==> src/rtl/ej32_pkg.sv <==
// Shared types for the ej32 store serializer: request size encoding,
// FSM state encoding and the size-to-byte-count mapping.
package ej32_pkg;

    typedef enum logic [1:0] {
        BYTE  = 2'd0,
        SHORT = 2'd1,
        WORD  = 2'd2,
        RSVD  = 2'd3
    } stor_size_t;

    typedef enum logic [1:0] {
        IDLE = 2'd0,
        XFER = 2'd1,
        FIN  = 2'd2
    } stor_state_t;

    function automatic logic [2:0] byteCount(input stor_size_t size);
        logic [2:0] count;
        case (size)
            BYTE:    count = 3'd1;
            SHORT:   count = 3'd2;
            default: count = 3'd4;
        endcase
        return count;
    endfunction

endpackage

==> src/rtl/ej32_stor.sv <==
// Store serializer: turns one bastore/sastore/iastore request into 1, 2 or 4
// big-endian byte writes on a ready-throttled byte bus.
module ej32_stor
    import ej32_pkg::*;
#(
    parameter int DSZ = 32,
    parameter int ASZ = 16
) (
    input  logic           clk,
    input  logic           rst,
    input  logic           req_vld,
    output logic           req_rdy,
    input  logic [ASZ-1:0] req_addr,
    input  logic [DSZ-1:0] req_data,
    input  logic [1:0]     req_size,
    output logic           mem_we,
    output logic [ASZ-1:0] mem_addr,
    output logic [7:0]     mem_data,
    input  logic           mem_rdy,
    output logic           busy,
    output logic           done,
    output logic           err
);

    stor_state_t    state_q, state_d;
    logic [ASZ-1:0] addr_q, addr_d;
    logic [DSZ-1:0] shift_q, shift_d;
    logic [2:0]     count_q, count_d;
    logic           err_q, err_d;

    stor_size_t     reqSize;
    logic [2:0]     reqCount;

    assign reqSize  = stor_size_t'(req_size);
    assign reqCount = byteCount(reqSize);

    // Data is left-aligned on capture so the outgoing byte is always the top
    // byte of the shift register, whatever the request size.
    always_comb begin
        state_d = state_q;
        addr_d  = addr_q;
        shift_d = shift_q;
        count_d = count_q;
        err_d   = 1'b0;
        case (state_q)
            IDLE: begin
                if (req_vld) begin
                    if (reqSize == RSVD) begin
                        err_d = 1'b1;
                    end else begin
                        addr_d  = req_addr;
                        count_d = reqCount;
                        shift_d = req_data << {3'd4 - reqCount, 3'b000};
                        state_d = XFER;
                    end
                end
            end
            XFER: begin
                if (mem_rdy) begin
                    shift_d = shift_q << 8;
                    addr_d  = addr_q + ASZ'(1);
                    count_d = count_q - 3'd1;
                    if (count_q == 3'd1) begin
                        state_d = FIN;
                    end
                end
            end
            FIN:     state_d = IDLE;
            default: state_d = IDLE;
        endcase
    end

    always_ff @(posedge clk) begin
        if (rst) begin
            state_q <= IDLE;
            addr_q  <= '0;
            shift_q <= '0;
            count_q <= '0;
            err_q   <= 1'b0;
        end else begin
            state_q <= state_d;
            addr_q  <= addr_d;
            shift_q <= shift_d;
            count_q <= count_d;
            err_q   <= err_d;
        end
    end

    // Every output is a decode of registered state only.
    assign req_rdy  = (state_q == IDLE);
    assign busy     = (state_q != IDLE);
    assign mem_we   = (state_q == XFER);
    assign done     = (state_q == FIN);
    assign err      = err_q;
    assign mem_addr = addr_q;
    assign mem_data = shift_q[DSZ-1 -: 8];

endmodule

==> config.mk <==
export PLATFORM = sky130hd
export DESIGN_NAME = ej32_stor
export DESIGN_NICKNAME = d
export VERILOG_FILES = /design/src/rtl/ej32_pkg.sv /design/src/rtl/ej32_stor.sv
export SDC_FILE = /design/constraint.sdc
export NUM_CORES = 1
export LEC_CHECK = 0
export CAP_MARGIN = 15
export CORE_AREA = 2 2 97 99
export CTS_CLUSTER_SIZE = 30
export DETAILED_ROUTE_END_ITERATION = 12
export DIE_AREA = 0 0 99 101
export PLACE_DENSITY_LB_ADDON = 0.12
export RECOVER_POWER = 100
export SYNTH_ARGS = -nofsm -noshare
export SYNTH_HDL_FRONTEND = slang
export SYNTH_SLANG_ARGS = --single-unit
export TNS_END_PERCENT = 10
==> constraint.sdc <==
create_clock -name clk -period 2.5 [get_ports clk]
set_input_delay 0.25 -clock clk [delete_from_list [all_inputs] [get_ports clk]]
set_output_delay 0.25 -clock clk [all_outputs]
set_load 0.02 [all_outputs]
==> results by group <==
Logic synthesis
  • Post-synth EDFFs: 0
  • Number of synthesis warnings: 0
  • Syn nets: 443
  • Synth async-reset ratio: 0
  • Primary FF master, synth: dfxtp_1
  • #FFs+latches synth: 54
  • Post-Synthesis Cells: 385
  • Synthesized area per cell: between 7 and 8 sq um
  • Sequential element share of the synthesized area: 0.353
  • Cell Area, Synth: 3060 sq um
  • Synth unique cells: 41

Detailed routing
  • Drt via density: around 5.4
  • DR DRC count: 0
  • Post-DRT Antenna Nets: 0
  • Routed via count: around 3000
  • Final WL: 8.47 mm
  • Drt first pass iters: 4
  • Wire per inst: roughly 15 um
  • Initial DRC Count: 116

Hold path
  • Endpoint, Worst Hold: mem_addr[9]
  • Worst hold stages: 2
  • Hold WC Path Type: in -> reg
  • Hold Startpoint: rst

Run status
  • Failing checks: capacitance limit, slew limit
  • Status: finished with violations

STA
  • Final hold vios: 0
  • Pins Over Slew Limit: 39
  • Worst-Margin Slew: 1.88 ns
  • Final worst path period share: 0.856
  • F_max: 467 MHz
  • Total Neg Setup Slack: 0 ns
  • Final Setup Violations: 0
  • Minimum clock period: 2.14 ns
  • Unrepaired setup endpoints after global routing: no
  • Relative slew slack: -0.255
  • Final setup skew: about 0.0057 ns

Clock tree
  • PostCTS Resize Cnt: 0
  • Clock sinks: 54
  • Hold_buf cts: 0
  • Clock Pin Slew Worst Setup and Hold Paths: 0.10 ns
  • Postcts setup bufs: 0
  • CTS root buf: clkbuf_8
  • Max clock buf depth: 2
  • Htree depth: 2
  • CTS tree: built
  • Clock Latency Late Sink: 0.31 ns
  • CTS buffer count: 5

Placed design
  • HPWL after detailed placement: between 5 and 6 mm
  • Routability Congestion: 0.722
  • I/O Buffers: 82
  • Placed instance area: 3910 sq um

Power and ir drop
  • Maximum vdd drop: 0.275 mV
  • Lkg Pwr: approximately 1.5 nW
  • P per Cell Area: between 500 and 600 nW/um^2

Floorplanning
  • Core Area: approximately 9000 sq um
  • Chip height: 101 um
  • Initial core utilization: 0.341
  • Row count: 35
  • Num ports: 83
  • Die W: ~99 um
  • Die footprint: ~10000 sq um

Layout
  • Layout cells sized above 1: 0.0647
  • Final Net Count: 505
  • Synth-to-Final Area Change: 30.8%
  • Area taken by flip-flops and latches: 1080 sq um
  • Fin area: 4010 sq um
  • Antenna cells: 0
  • Fill count: 918
  • Multi-input logic area: 1720 sq um

Global routing
  • First-pass GRT wire length: approximately 14 mm
  • Tot GR Track Use: 0.172
  • Vias in the first global route: 2892
  • Largest net degree at the start of global routing: 45
  • Total gr overflow: 0
  • Initial antenna violation count: 0

Setup path
  • Startpoint type of the worst setup path: primary input
  • CP required: around 2.6 ns
  • Critical Path Sink Type: register
  • CP Class: in -> reg
  • CP peak stage delay: roughly 0.62 ns
  • Largest delay share family, worst path: buffers and inverters
  • R2r endpoint: mem_addr[15]
  • Worst path arrival time: 2.24 ns
  • CP max stage cell: dlygate4sd3_1
  • Flop-to-flop setup slack: 0.67 ns
  • Worst-path cell chain: dlygate4sd3_1 > nor2_4 > inv_1 > ha_1 > clkbuf_2 > mux4_2 > nand2_1 > a211oi_1
  • Crit path max fanout: 23
  • R2r worst-path depth: 5
  • CP Buf/Inv Count: 3
  • R2r startpoint: state_q[0]

Run
  • Max-cap viol count: 1
## kinds of logic (layout without fill, tap and decap cells)
| logic type | Yosys count | after routing | synth area share |
|---|---|---|---|
| simple gates | 135 | 135 | 0.204 |
| compound gates | 124 | 124 | 0.254 |
| flops | 54 | 54 | 0.353 |
| buf+inv | 52 | 115 | 0.0895 |
| mux | 16 | 16 | 0.0833 |
| fa+ha+maj | 4 | 4 | 0.0163 |
## cell usage after synthesis, types with 5 or more instances
cell	n	area [sq um]
a211oi_1	10	75.1
a21oi_1	47	235
a311oi_1	10	87.6
a31oi_1	10	62.6
buf_2	12	60.1
buf_4	13	97.6
clkbuf_1	14	52.6
dfxtp_1	54	1080
inv_1	10	37.5
mux2i_1	9	90.1
mux4_2	5	113
nand2_1	53	199
nand2b_1	8	50.1
nand3_1	20	100
nand4_1	5	31.3
nor2_1	30	113
nor3_1	5	25.0
o211ai_1	8	60.1
o21ai_0	21	105
o32ai_1	5	43.8
## per-layer routing
metal | wire [um] | GRT usage
met5 | 0 | 0
met4 | 68 | 0.0453
met3 | 458 | 0.0361
met2 | 3880 | 0.280
met1 | 4060 | 0.232
## layout by cell type (no fill, tap or decap), types with 3 or more instances in the layout
cell / instances
inv_1: 11
nand4_1: 5
o211ai_1: 8
a21o_1: 3
ha_1: 4
clkbuf_8: 5
o31a_1: 4
a31oi_1: 10
dfxtp_1: 54
nand2_1: 53
mux4_2: 5
buf_4: 9
a211oi_1: 10
nand2b_1: 7
a21oi_1: 47
clkbuf_1: 5
o32ai_1: 5
nor2_1: 30
nand3b_1: 3
and2_1: 3
a311oi_1: 10
clkdlybuf4s50_1: 51
o21ai_0: 21
nor3_1: 5
nand3_1: 20
dlygate4sd3_1: 30
mux2i_1: 9
## metrics by stage
| stage | hold slack [ns] | instances | setup WS [ns] | utilization | total power [mW] |
|---|---|---|---|---|---|
| after floorplan | 0.368 | 385 | 0.638 | - | 1.43 |
| after global placement | 0.439 | 551 | 0.412 | 0.436 | 1.68 |
| after detailed placement | 0.444 | 551 | 0.377 | 0.436 | 1.69 |
| after CTS | 0.330 | 559 | 0.538 | 0.448 | 2.29 |
| after global routing | 0.406 | 559 | 0.232 | 0.446 | 2.38 |
| final | 0.395 | 559 | 0.361 | 0.446 | 2.24 |
## state kept, by name, indices dropped and copies added, names as in the netlist
signal    flops
shift_q      32
count_q       3
state_q       2
err           1
mem_addr     16
## worst max-delay path by stage
stage,from,to,slack [ns],cells after the start
floorplan,req_size[0],shift_q[27],0.64,8
global placement,req_size[0],shift_q[28],0.41,8
detailed placement,req_size[0],shift_q[30],0.38,8
CTS,state_q[1],mem_we,0.54,3
global route,req_size[0],shift_q[30],0.23,8
finish,req_size[0],shift_q[28],0.36,8
## power breakdown
part	total, mW	leakage (nW)	switching (mW)	internal, mW
Combinational	0.646	0.973	0.351	0.296
Clock	0.596	0.0524	0.295	0.301
Sequential	0.995	0.443	0.0572	0.938
## layout make-up
cell class,instances,area share
multi-input cells,279,0.429
clock inverters,1,0.00750
well taps,111,0.0347
clock buffers,7,0.0191
flip-flops and latches,54,0.270
repair buffers,96,0.230
inverters,11,0.0103
No activity file was read; power rests on OpenSTA's default activity.
